**src/rtl/uart_rx_fsm.sv**
```systemverilog
// uart_rx_fsm: UART receive frame controller with mid-bit majority sampling, parity and stop checks
module uart_rx_fsm #(
  parameter int DATA_WIDTH = 8
) (
  input  logic                  clk_based_on_prescale,
  input  logic                  RST,
  input  logic                  RX_IN,
  input  logic [3:0]            edge_count,
  input  logic [4:0]            bit_count,
  input  logic                  PAR_EN,
  input  logic                  PAR_TYP,
  output logic                  cnt_enable,
  output logic [DATA_WIDTH-1:0] P_DATA,
  output logic                  data_valid,
  output logic                  parity_error,
  output logic                  stop_error
);
  typedef enum logic [2:0] {IDLE, START, DATA, PARITY, STOP} state_t;
  localparam logic [4:0] LAST_BIT = 5'(DATA_WIDTH);
  state_t state;
  logic [2:0] samples;
  logic [DATA_WIDTH-1:0] shift_reg;
  logic par_en, par_typ, sampled_bit, mid, last;
  assign sampled_bit = (samples[0] & samples[1]) | (samples[0] & samples[2]) | (samples[1] & samples[2]);
  assign mid = edge_count == 4'd6;
  assign last = edge_count == 4'd7;
  always_ff @(posedge clk_based_on_prescale)
    samples <= !RST ? '0 : {edge_count == 4'd5 ? RX_IN : samples[2],
                            edge_count == 4'd4 ? RX_IN : samples[1],
                            edge_count == 4'd3 ? RX_IN : samples[0]};
  always_ff @(posedge clk_based_on_prescale) begin
    if (!RST) begin
      state <= IDLE;
      cnt_enable <= 1'b0;
      P_DATA <= '0;
      data_valid <= 1'b0;
      parity_error <= 1'b0;
      stop_error <= 1'b0;
      shift_reg <= '0;
      par_en <= 1'b0;
      par_typ <= 1'b0;
    end else begin
      data_valid <= 1'b0;
      case (state)
        IDLE:
          if (!RX_IN) begin
            state <= START;
            cnt_enable <= 1'b1;
            par_en <= PAR_EN;
            par_typ <= PAR_TYP;
            parity_error <= 1'b0;
            stop_error <= 1'b0;
          end
        START:
          if (mid && sampled_bit) begin
            state <= IDLE;
            cnt_enable <= 1'b0;
          end else if (last && bit_count == 5'd0) state <= DATA;
        DATA: begin
          if (mid) shift_reg <= {sampled_bit, shift_reg[DATA_WIDTH-1:1]};
          if (last && bit_count == LAST_BIT) state <= par_en ? PARITY : STOP;
        end
        PARITY: begin
          if (mid && sampled_bit != (^shift_reg ^ par_typ)) parity_error <= 1'b1;
          if (last) state <= STOP;
        end
        STOP: begin
          if (mid && !sampled_bit) stop_error <= 1'b1;
          if (last) begin
            state <= IDLE;
            cnt_enable <= 1'b0;
            // flags from earlier edges of this frame are already settled here
            if (!parity_error && !stop_error) begin
              P_DATA <= shift_reg;
              data_valid <= 1'b1;
            end
          end
        end
        default: state <= IDLE;
      endcase
    end
  end
endmodule

```
**config.mk**
```make
export PLATFORM = sky130hd
export DESIGN_NAME = uart_rx_fsm
export DESIGN_NICKNAME = d
export VERILOG_FILES = /design/src/rtl/uart_rx_fsm.sv
export SDC_FILE = /design/constraint.sdc
export NUM_CORES = 1
export LEC_CHECK = 0
export CAP_MARGIN = 20
export CELL_PAD_IN_SITES_DETAIL_PLACEMENT = 0
export CELL_PAD_IN_SITES_GLOBAL_PLACEMENT = 1
export CORE_MARGIN = 10
export CORE_UTILIZATION = 38
export CTS_BUF_LIST = sky130_fd_sc_hd__clkbuf_16
export DETAILED_ROUTE_END_ITERATION = 16
export MAX_ROUTING_LAYER = met4
export PLACE_DENSITY_LB_ADDON = 0.08
export SLEW_MARGIN = 20
export SYNTH_ARGS = -nofsm -noshare
export SYNTH_HDL_FRONTEND = slang
export SYNTH_SLANG_ARGS = --single-unit
```
**constraint.sdc**
```tcl
create_clock -name clk_based_on_prescale -period 2.1 [get_ports clk_based_on_prescale]
set_clock_uncertainty 0.1 [all_clocks]
set_input_delay 0.42 -clock clk_based_on_prescale [delete_from_list [all_inputs] [get_ports clk_based_on_prescale]]
set_output_delay 0.42 -clock clk_based_on_prescale [all_outputs]
set_load 0.03 [all_outputs]
```
==> results.toml, run 1 <==
[critical_path]
cpPeakStageDelay_ns = 0.42
critical_path.max_fanout = 4
path_class = "input pin to flop"
cpLargestDelayFamily = "buffers and inverters"
endpoint_kind = "flop"
cp.arrival_ns = 2.06
cp_slowest_cell = "clkdlybuf4s50_1"
start_kind = "input pin"
crit_buf_inv = 2
path_cells = "clkdlybuf4s50_1 > buf_4 > and4bb_2 > and2_1 > o41ai_4 > mux2i_1"
required_ns = 2.18

[detailed_routing]
drt_iter0_drc = 55
drt-wirelength-per-cell_um = 14.1
wirelength_met1_mm = 1.48
wl_met2_mm = 1.41
viasPerCell = 4.98
dr.max_layer_used = "met4"
drc = 0
vias = 1076
ant_nets = 0
first_pass_iters = 4
wirelength_mm = 3.05
wl_met3_um = 130

[floorplanning]
core_um2 = 3360
die_h_um = 79.1
rows = 21
die_area_um2 = 6260
io_pins = 26
dieWidth_um = 79.1
initial_core_util = 0.395

[logic_synthesis]
synth_edf_count = 0
synth-xor-area-share = 0.0593
synth_area_leaders = "dfxtp_1 42%, mux2i_1 17%, nor2_1 7.9%"
syn_avg_cell_area_um2 = 9.99
synth-adder-area-share = 0.00753
seq_area_frac_synth = 0.422
synth.cell_area_um2 = 1330
synth_area_leader_cell = "dfxtp_1"
synth-seq-cells = 28
yosysTopAreaCellShare = 0.422
synth_nets = 147
yosys.area_share.simple = 0.226
synth_cell_types = 34
synth_ff_type = "dfxtp_1"
synthMuxAreaShare = 0.166
async_flop_share = 0
synth_compound_area_frac = 0.0800
synth_top_family_by_area = "simple AND/OR/NAND/NOR gates"
synthCells = 133
ys_warn_count = 0

[placement]
place_congestion = 0.767
dp_slack_ns = -0.154
place_inst = 213
dp_hpwl_mm = 2.36
io_buffers = 25

[clocking]
cts_max_path_buffers = 2
clock_sinks = 28
cts_setup_buffers = 0
cts_tree = "built"
cts_max_level = 1
hold_buffers = 0
clock_latency_ns = 0.26
cts-root-buf = "clkbuf_16"
clkTransAtPathRegs_ns = 0.06
cts_inserted_buffers = 3
cts_resized = 0

[pwr]
p_per_area_nw_per_um2 = 764
peakVddDrop_v = 0.000418
p_leak_nw = 0.693
total_power_mw = 1.37

[global_route]
grt-ovfl-total = 0
grt_max_degree = 15
antenna_found_initial = 0
grt_pass1_vias = 1024
grt_first_pass_wirelength_mm = 5.11
grt_use_total = 0.104

[sta]
drv_slew = 0
final_hold_viol_count = 0
setup_slack_ns = 0.122
post-route-min-period_ns = 1.98
finalCritPeriodShare = 0.942
fin_hold_ws_ns = 0.387
relSlewSlack = 0.669
rsz0062_at_grt = "false"
worst_pin_slew_ns = 0.496
fmax_mhz = 506
setup_viol = 0

[final_layout]
areaGrowthSynthToFinish_pct = 34.6
layout.cells.most_common_list = "28 x dfxtp_1, 28 x nor2_1, 25 x clkdlybuf4s50_1"
num_antenna_cells = 0
fin_util = 0.532
fill_cells = 339
nets = 186
layout-drive-gt1-share = 0.135
fin_cells = 216

[run]
maxCapViolCount = 0

[status]
status = "complete, no violations"

[worst_hold_path]
min_path_type = "flop to flop"
## tightest hold or removal path, stage by stage (launching register included)
cell and delay, ns:
dfxtp_1 0.33, nand2_1 0.06, o32ai_1 0.05
## per-layer routing
layer	vias up	GRT usage
met1	502	0.127
li1	544	-
met5	-	-
met3	4	0.0315
met2	26	0.162
met4	0	0.0269
## layout make-up
cell class,instances,area [µm²],share of cell area
Tap cell,46,57.6,0.0322
Multi-Input combinational cell,98,716,0.400
Clock buffer,3,75.1,0.0420
Sequential cell,28,561,0.314
Inverter,1,3.75,0.00210
Timing Repair Buffer,40,375,0.210
## synth_stat cells (2+ instances only)
library cell and n:
mux2i_1 22, buf_6 3, dfxtp_1 28, xnor2_1 7, nor2_1 28, nand2_1 5
a21oi_1 4, nor4bb_1 2, nand2b_1 4, nand3b_1 2, o32ai_1 2, xor2_1 2
nor4_1 2, nor2b_1 2
## metrics by stage
step / setup TNS, ns / instance area [µm²]
floorplan: 0 / 1330
global route: 0 / 1790
CTS: 0 / 1790
detailed placement: -1.24 / 1710
finish: 0 / 1790
global placement: -0.967 / 1710
## path summary, 6_finish.rpt
| check | startpoint | endpoint | slack [ns] | cells after the start |
|---|---|---|---|---|
| setup reg to reg | state[1] | state[1] | 0.25 | 6 |
| hold / removal | parity_error | parity_error | 0.39 | 2 |
| hold reg to reg | parity_error | parity_error | 0.39 | 2 |
| setup / recovery | edge_count[1] | state[0] | 0.12 | 6 |
## logic make-up after synthesis
logic type / count (synthesis)
buffers and inverters: 7
XOR/XNOR: 9
flip-flops: 28
AO/OA/AOI/OAI: 12
multiplexers: 22
adder cells (fa/ha/maj): 1
AND/OR/NAND/NOR: 54
## where the power goes
part	internal (mW)	leakage, nW	switching (mW)
clock	0.252	0.0370	0.165
sequential	0.563	0.227	0.0446
combinational	0.182	0.430	0.158
total	0.997	0.693	0.368
Note: power is estimated with default switching activity, not from simulation.
==> run 2, diff against run 1 <==
Clock period 2.1 ns to 1.9 ns, I/O delays scaled along.
==> run 2 against run 1 <==
Effect of this change:
- count of clock-buffer cells in the layout unchanged
- sequential power increased by 9.4%
- largest power group unchanged
- final cell count increased by 2.3%
- combinational power increased by 19%
- cell area increased by 4.8%
- power increased by 23%
- setup slack got worse by 0.036 ns
- sequential share of layout area decreased by 1.4 points
- critical endpoint is now cnt_enable
- die area unchanged
- first-iteration DRC count decreased by 18%
- core utilization increased by 2.6 points
==> results.toml, run 2 (same netlist as run 1, synthesis figures left out) <==
[status]
status = "complete, no violations"

[global_route]
antenna_found_initial = 0
grt_use_total = 0.105
grt-ovfl-total = 0
grt_max_degree = 17
grt_first_pass_wirelength_mm = 5.41
grt_pass1_vias = 1120

[critical_path]
cp_slowest_cell = "clkdlybuf4s50_1"
start_kind = "flop"
critical_path.max_fanout = 4
path_class = "flop to output port"
endpoint_kind = "output port"
cp.arrival_ns = 1.33
cpLargestDelayFamily = "buffers and inverters"
cpPeakStageDelay_ns = 0.70
crit_buf_inv = 1
path_cells = "clkdlybuf4s50_1"
required_ns = 1.42

[pwr]
p_leak_nw = 0.743
peakVddDrop_v = 0.000471
p_per_area_nw_per_um2 = 897
total_power_mw = 1.68

[detailed_routing]
wirelength_mm = 3.17
vias = 1090
drc = 0
dr.max_layer_used = "met4"
drt_iter0_drc = 45
wirelength_met1_mm = 1.46
viasPerCell = 4.93
wl_met2_mm = 1.53
first_pass_iters = 4
ant_nets = 0
drt-wirelength-per-cell_um = 14.4
wl_met3_um = 162

[sta]
finalCritPeriodShare = 0.954
worst_pin_slew_ns = 0.380
drv_slew = 0
rsz0062_at_grt = "false"
post-route-min-period_ns = 1.81
relSlewSlack = 0.747
setup_slack_ns = 0.0866
tns_ns = 0
final_hold_viol_count = 0
fmax_mhz = 551
fin_hold_ws_ns = 0.393
setup_viol = 0

[final_layout]
fin_area_um2 = 1870
layout-drive-gt1-share = 0.189
fin_cells = 221
num_antenna_cells = 0
nets = 190
areaGrowthSynthToFinish_pct = 41.1
layout.cells.most_common_list = "28 x dfxtp_1, 28 x nor2_1, 21 x mux2i_1, 21 x clkdlybuf4s50_1, 16 x buf_4"
fin_util = 0.557

[floorplanning]
io_pins = 26
die_h_um = 79.1
core_um2 = 3360
rows = 21
dieWidth_um = 79.1
initial_core_util = 0.395
die_area_um2 = 6260

[clocking]
cts_tree = "built"
cts_inserted_buffers = 3
cts-root-buf = "clkbuf_16"
cts_setup_buffers = 0
clock_latency_ns = 0.26
clkTransAtPathRegs_ns = 0.07
clock_sinks = 28
cts_max_level = 1
cts_max_path_buffers = 2

[placement]
place_inst = 216
io_buffers = 25
place_congestion = 0.740
dp_slack_ns = -0.321
dp_hpwl_mm = 2.35
postPlaceCellArea_um2 = 1740

[worst_hold_path]
min_path_type = "flop to flop"

[run]
maxCapViolCount = 0
run 2: layer usage:
| metal | track usage | vias up |
|---|---|---|
| li1 | - | 546 |
| met1 | 0.129 | 517 |
| met2 | 0.170 | 25 |
| met3 | 0.0270 | 2 |
| met4 | 0.0233 | 0 |
| met5 | - | - |
run 2: worst paths after layout:
path                            slack [ns]           end  cells after the start    startpoint
worst max-delay path                  0.09    cnt_enable                      1    cnt_enable
worst min-delay path                  0.39  parity_error                      2  parity_error
worst max register to register        0.13     P_DATA[1]                      5      state[1]
worst min register to register        0.39  parity_error                      2  parity_error
run 2: layout make-up:
class                           count  area (µm²)
Multi-Input combinational cell     98         742
Clock inverter                      1        30.0
Tap cell                           46        57.6
Sequential cell                    28         561
Clock buffer                        3        75.1
Inverter                            1        3.75
Timing Repair Buffer               44         405
Fill cell                         336        1490
run 2: power breakdown:
group          switching, mW  leakage, nW  internal [mW]
clock                  0.192       0.0511          0.419
combinational          0.193        0.465          0.212
sequential            0.0429        0.227          0.622
run 2: repair_timing:
item | in CTS | in global routing
endpoints found under the setup margin | 4 | 10
pin swaps | 3 | 1
hold endpoints to repair | 0 | 0
hold buffers | 0 | 0
cloned | 1 | 0
gates resized for setup | 5 | 5
==> run 3, diff against run 2 <==
Settings changed: PLACE_DENSITY from default to 0.84, PLACE_DENSITY_LB_ADDON 0.08 to default.
==> run 3 against run 2 <==
Effect of this change:
- fmax decreased by 0.96%
- worst hold slack improved by 0.0076 ns
- die area unchanged
==> results.toml, run 3 (same netlist as run 1, synthesis figures left out) <==
[critical_path]
path_cells = "clkdlybuf4s50_1"
endpoint_kind = "output port"
required_ns = 1.42
regToRegEndpoint = "P_DATA[4]"
setup.worst_path.start = "stop_error"
r2r-start = "state[1]"
worst_r2r_path_depth = 4
rrSetupSlack_ns = 0.11
cp_slowest_cell = "clkdlybuf4s50_1"
path_class = "flop to output port"
crit_buf_inv = 1
cpLargestDelayFamily = "buffers and inverters"
critPathCapture = "stop_error"
start_kind = "flop"
cp.arrival_ns = 1.35
cpPeakStageDelay_ns = 0.70
critical_path.max_fanout = 4
path_depth = 1

[sta]
relSlewSlack = 0.754
final_hold_viol_count = 0
finalCritPeriodShare = 0.964
tns_ns = 0
post-route-min-period_ns = 1.83
rsz0062_at_grt = "false"
setup_viol = 0
fmax_mhz = 546
worst_pin_slew_ns = 0.364
drv_slew = 0

[worst_hold_path]
min_path_type = "flop to flop"

[global_route]
grt_pass1_vias = 1120
grt_max_degree = 17
grt_first_pass_wirelength_mm = 4.99
grt-ovfl-total = 0
grt_use_total = 0.0953
antenna_found_initial = 0

[pwr]
internal_power_mw = 1.26
p_clk_frac = 0.367
p_per_area_nw_per_um2 = 897
p_sw_frac = 0.254
combinationalPowerShare = 0.240
p_leak_nw = 0.767
peakVddDrop_v = 0.000571
total_power_mw = 1.68
p_seq_frac = 0.394
p_sw_uw = 428

[detailed_routing]
first_pass_iters = 4
drt-wirelength-per-cell_um = 13.9
ant_nets = 0
viasPerCell = 4.99
drt_iter0_drc = 39
wirelength_mm = 3.05
vias = 1097
drc = 0

[clocking]
hold_buffers = 0
cts_setup_buffers = 0
cts_max_level = 1
clkTransAtPathRegs_ns = 0.07
cts_inserted_buffers = 3
cts-root-buf = "clkbuf_16"
cts_tree = "built"
clock_latency_ns = 0.26
clock_sinks = 28
cts_max_path_buffers = 2

[final_layout]
layout-drive-gt1-share = 0.184
final_common_cell = "nor2_1"
nets = 189
num_antenna_cells = 0
fill_cells = 331
areaGrowthSynthToFinish_pct = 41.2
layout.cells.most_common_list = "28 x nor2_1, 27 x dfxtp_1, 22 x mux2i_1"

[status]
status = "complete, no violations"

[floorplanning]
core_um2 = 3360
initial_core_util = 0.395
rows = 21
die_area_um2 = 6260
dieWidth_um = 79.1
io_pins = 26
die_h_um = 79.1

[placement]
place_congestion = 0.782
dp_hpwl_mm = 2.30
io_buffers = 25

[run]
maxCapViolCount = 0
run 3: how the worst min path moves through the flow:
stage,start,depth (start not counted),end
2_1_floorplan,samples[1],2,samples[1]
6_report,P_DATA[2],2,P_DATA[2]
3_5_place_dp,parity_error,2,parity_error
3_3_place_gp,stop_error,2,stop_error
4_1_cts,parity_error,2,parity_error
5_1_grt,stop_error,2,stop_error
run 3: per-layer routing:
metal,share of wire,GRT usage,vias up
met1,0.48,0.111,517
li1,-,-,554
met5,0,-,-
met4,0.0069,0.0215,0
met2,0.48,0.164,24
met3,0.036,0.0191,2
run 3: power groups by stage:
stage	clock, mW	combinational [mW]	sequential (mW)
finish	0.617	0.404	0.662
global route	0.644	0.441	0.667
detailed placement	0	0.395	0.674
CTS	0.630	0.397	0.660
global placement	0	0.388	0.671
floorplan	0	0.264	0.683
run 3: per-stage QoR:
stage               std cells  hold slack (ns)  utilization  setup slack, ns  cell area [µm²]
floorplan                 133            0.363            -            0.239             1330
global placement          216            0.373        0.516           -0.253             1740
detailed placement        216            0.383        0.516           -0.316             1740
CTS                       220            0.393        0.550          0.00226             1850
global route              220            0.434        0.558          0.00497             1880
finish                    220            0.401        0.558           0.0691             1880
run 3: area by class of cell:
cell class | count | area [µm²] | share of cell area
multi-input combinational | 99 | 748 | 0.399
sequential | 28 | 562 | 0.299
timing repair buffer | 42 | 400 | 0.213
clock buffer | 3 | 75.1 | 0.0400
tap | 46 | 57.6 | 0.0307
clock inverter | 1 | 30.0 | 0.0160
inverter | 1 | 3.75 | 0.00200
run 3: what timing repair did:
action | 4_1_cts | 5_1_grt
gates resized for setup | 2 | 8
endpoints found under the setup margin | 3 | 13
pin swaps | 0 | 2
cloned | 0 | 1
==> RTL edit (config.mk and constraints of run 3) <==
The parameter `DATA_WIDTH` goes from 8 to 10.
--- a/src/rtl/uart_rx_fsm.sv
+++ b/src/rtl/uart_rx_fsm.sv
@@ -1,5 +1,5 @@
 // uart_rx_fsm: UART receive frame controller with mid-bit majority sampling, parity and stop checks
 module uart_rx_fsm #(
-  parameter int DATA_WIDTH = 8
+  parameter int DATA_WIDTH = 10
 ) (
   input  logic                  clk_based_on_prescale,
Interface: changed (resized P_DATA); port bits go from 26 to 28. The function was not compared with the original's and may differ.
==> RTL edit against run 3 <==
  * Fmax grew 3.7%
  * Worst hold slack lost 0.057 ns
  * Final area increased by 11%
  * Area after synthesis increased by 17%
  * Wire length grew 15%
  * Setup slack improved by 0.065 ns
  * Register-to-register slack improved by 0.06 ns
  * Sequential power grew 13%
  * Die area rose by 13%
  * Sequential cell count up 4
  * Power increased by 10%
  * Non-clock buffer count fell by 2
  * Highest routed layer unchanged
==> RTL edit: results (changes against run 3) <==
Hold path start = P_DATA[4]
Cts bufs inserted = 5 (+2)
Outcome = complete, no violations
Largest cells by area after synthesis = dfxtp_1, mux2i_1, nand2_1, nor2b_1, xnor2_1
XOR/XNOR share of the synthesized area = 6.180% (+0.25 points)
Share of cells above drive strength 1 = 12.56% (-5.8 points)
Synth top cells by count = dfxtp_1, nand2_1, mux2i_1, nor2b_1, a21boi_1
Tot GR Track Use = 10.68% (+1.1 points)
Iteration-0 DRC Markers = 53 (+36%)
GP Congestion = 0.8265 (+5.8%)
Peak supply drop = 0.5480 mV (-4.0%)
Synthesized instance count = 167 (+26%)
WP data arrival = 1.29 ns (-0.06 ns)
Post-synthesis sequential area ratio = 41.09% (-1.1 points)
First-pass GRT wire length = 6127 µm (+23%)
Fillers = 368 (+11%)
Post-DR wirelength/cell = 13.63 µm (-1.7%)
Max-slew headroom = 75.96% (+0.58 points)
Adder-cell share of the synthesized area = 0.7223% (-0.031 points)
Max stage delay on crit path = 0.68 ns (-0.02 ns)
Vias in the first global route = 1344 (+20%)
# nets final = 220 (+16%)
Crit path from = cnt_enable
Compound-Gate Fraction of Synth Area = 11.32% (+3.3 points)
Net Count, Synth = 181 (+23%)
Port Buf Inserts = 27 (+8.0%)
Mux cell area share after synthesis = 11.64% (-4.9 points)
## RTL edit: cell count changes after synthesis, sizes merged, moves of 5 or more
cell	change
nor2	-25
nor2b	+13
nand2	+24
a21boi	+10
mux2i	-5
## RTL edit: path summary, 6_finish.rpt
kind	to	slack (ns)	cells past startpoint
worst max-delay path	cnt_enable	0.13	1
worst min-delay path	P_DATA[4]	0.34	2
worst max register to register	state[1]	0.17	5
worst min register to register	P_DATA[4]	0.34	2
## RTL edit: cell families (layout without fill, tap and decap cells)
group / count (synthesis) / in the layout
DFF: 32 / 32
buffers and inverters: 12 / 52
AOI/OAI and AO/OA: 23 / 23
and+or+nand+nor: 70 / 70
muxes: 18 / 18
adders and majority gates: 1 / 1
xor gates and xnor gates: 11 / 11
## RTL edit: area by class of cell
class / count / area [µm²] / share of cell area (%)
Tap cell: 50 / 62.56 / 2.996
Timing Repair Buffer: 40 / 372.9 / 17.86
Multi-Input combinational cell: 123 / 860.8 / 41.22
Sequential cell: 32 / 640.6 / 30.68
Clock inverter: 3 / 11.26 / 0.5392
Inverter: 4 / 15.01 / 0.7190
Clock buffer: 5 / 125.1 / 5.992
## RTL edit: layer usage
layer | vias up | global-route usage, % | share of wire, % | wire length [µm]
met5 | - | - | 0 | 0
met4 | 0 | 4.110 | 1.8 | 63
met3 | 8 | 4.590 | 6.4 | 226
met2 | 33 | 17.70 | 49 | 1707
met1 | 596 | 10.89 | 43 | 1508
li1 | 647 | - | - | -
## RTL edit: through the flow
step | utilization (%) | power (µW) | worst slack (ns) | setup TNS (ns)
after floorplan | - | 1022 | 0.2638 | 0
after global placement | 49.34 | 1121 | -0.2225 | -3.959
after detailed placement | 49.34 | 1140 | -0.3344 | -5.158
after CTS | 52.58 | 1872 | 0.1214 | 0
after global routing | 52.58 | 1950 | 0.05771 | 0
final | 52.58 | 1855 | 0.1343 | 0
## RTL edit: power by group
part	leakage [µW]	switching [µW]	total [µW]	internal, µW
combinational	0.000500	194	382	188
clock	0.0000738	258	728	469
sequential	0.000259	41.6	746	704
total	0.000832	494	1850	1360
## RTL edit: what timing repair did
action                                 4_1_cts  5_1_grt
resized for setup                            6        0
setup endpoints to repair                    5        0
endpoints found under the hold margin        0        0
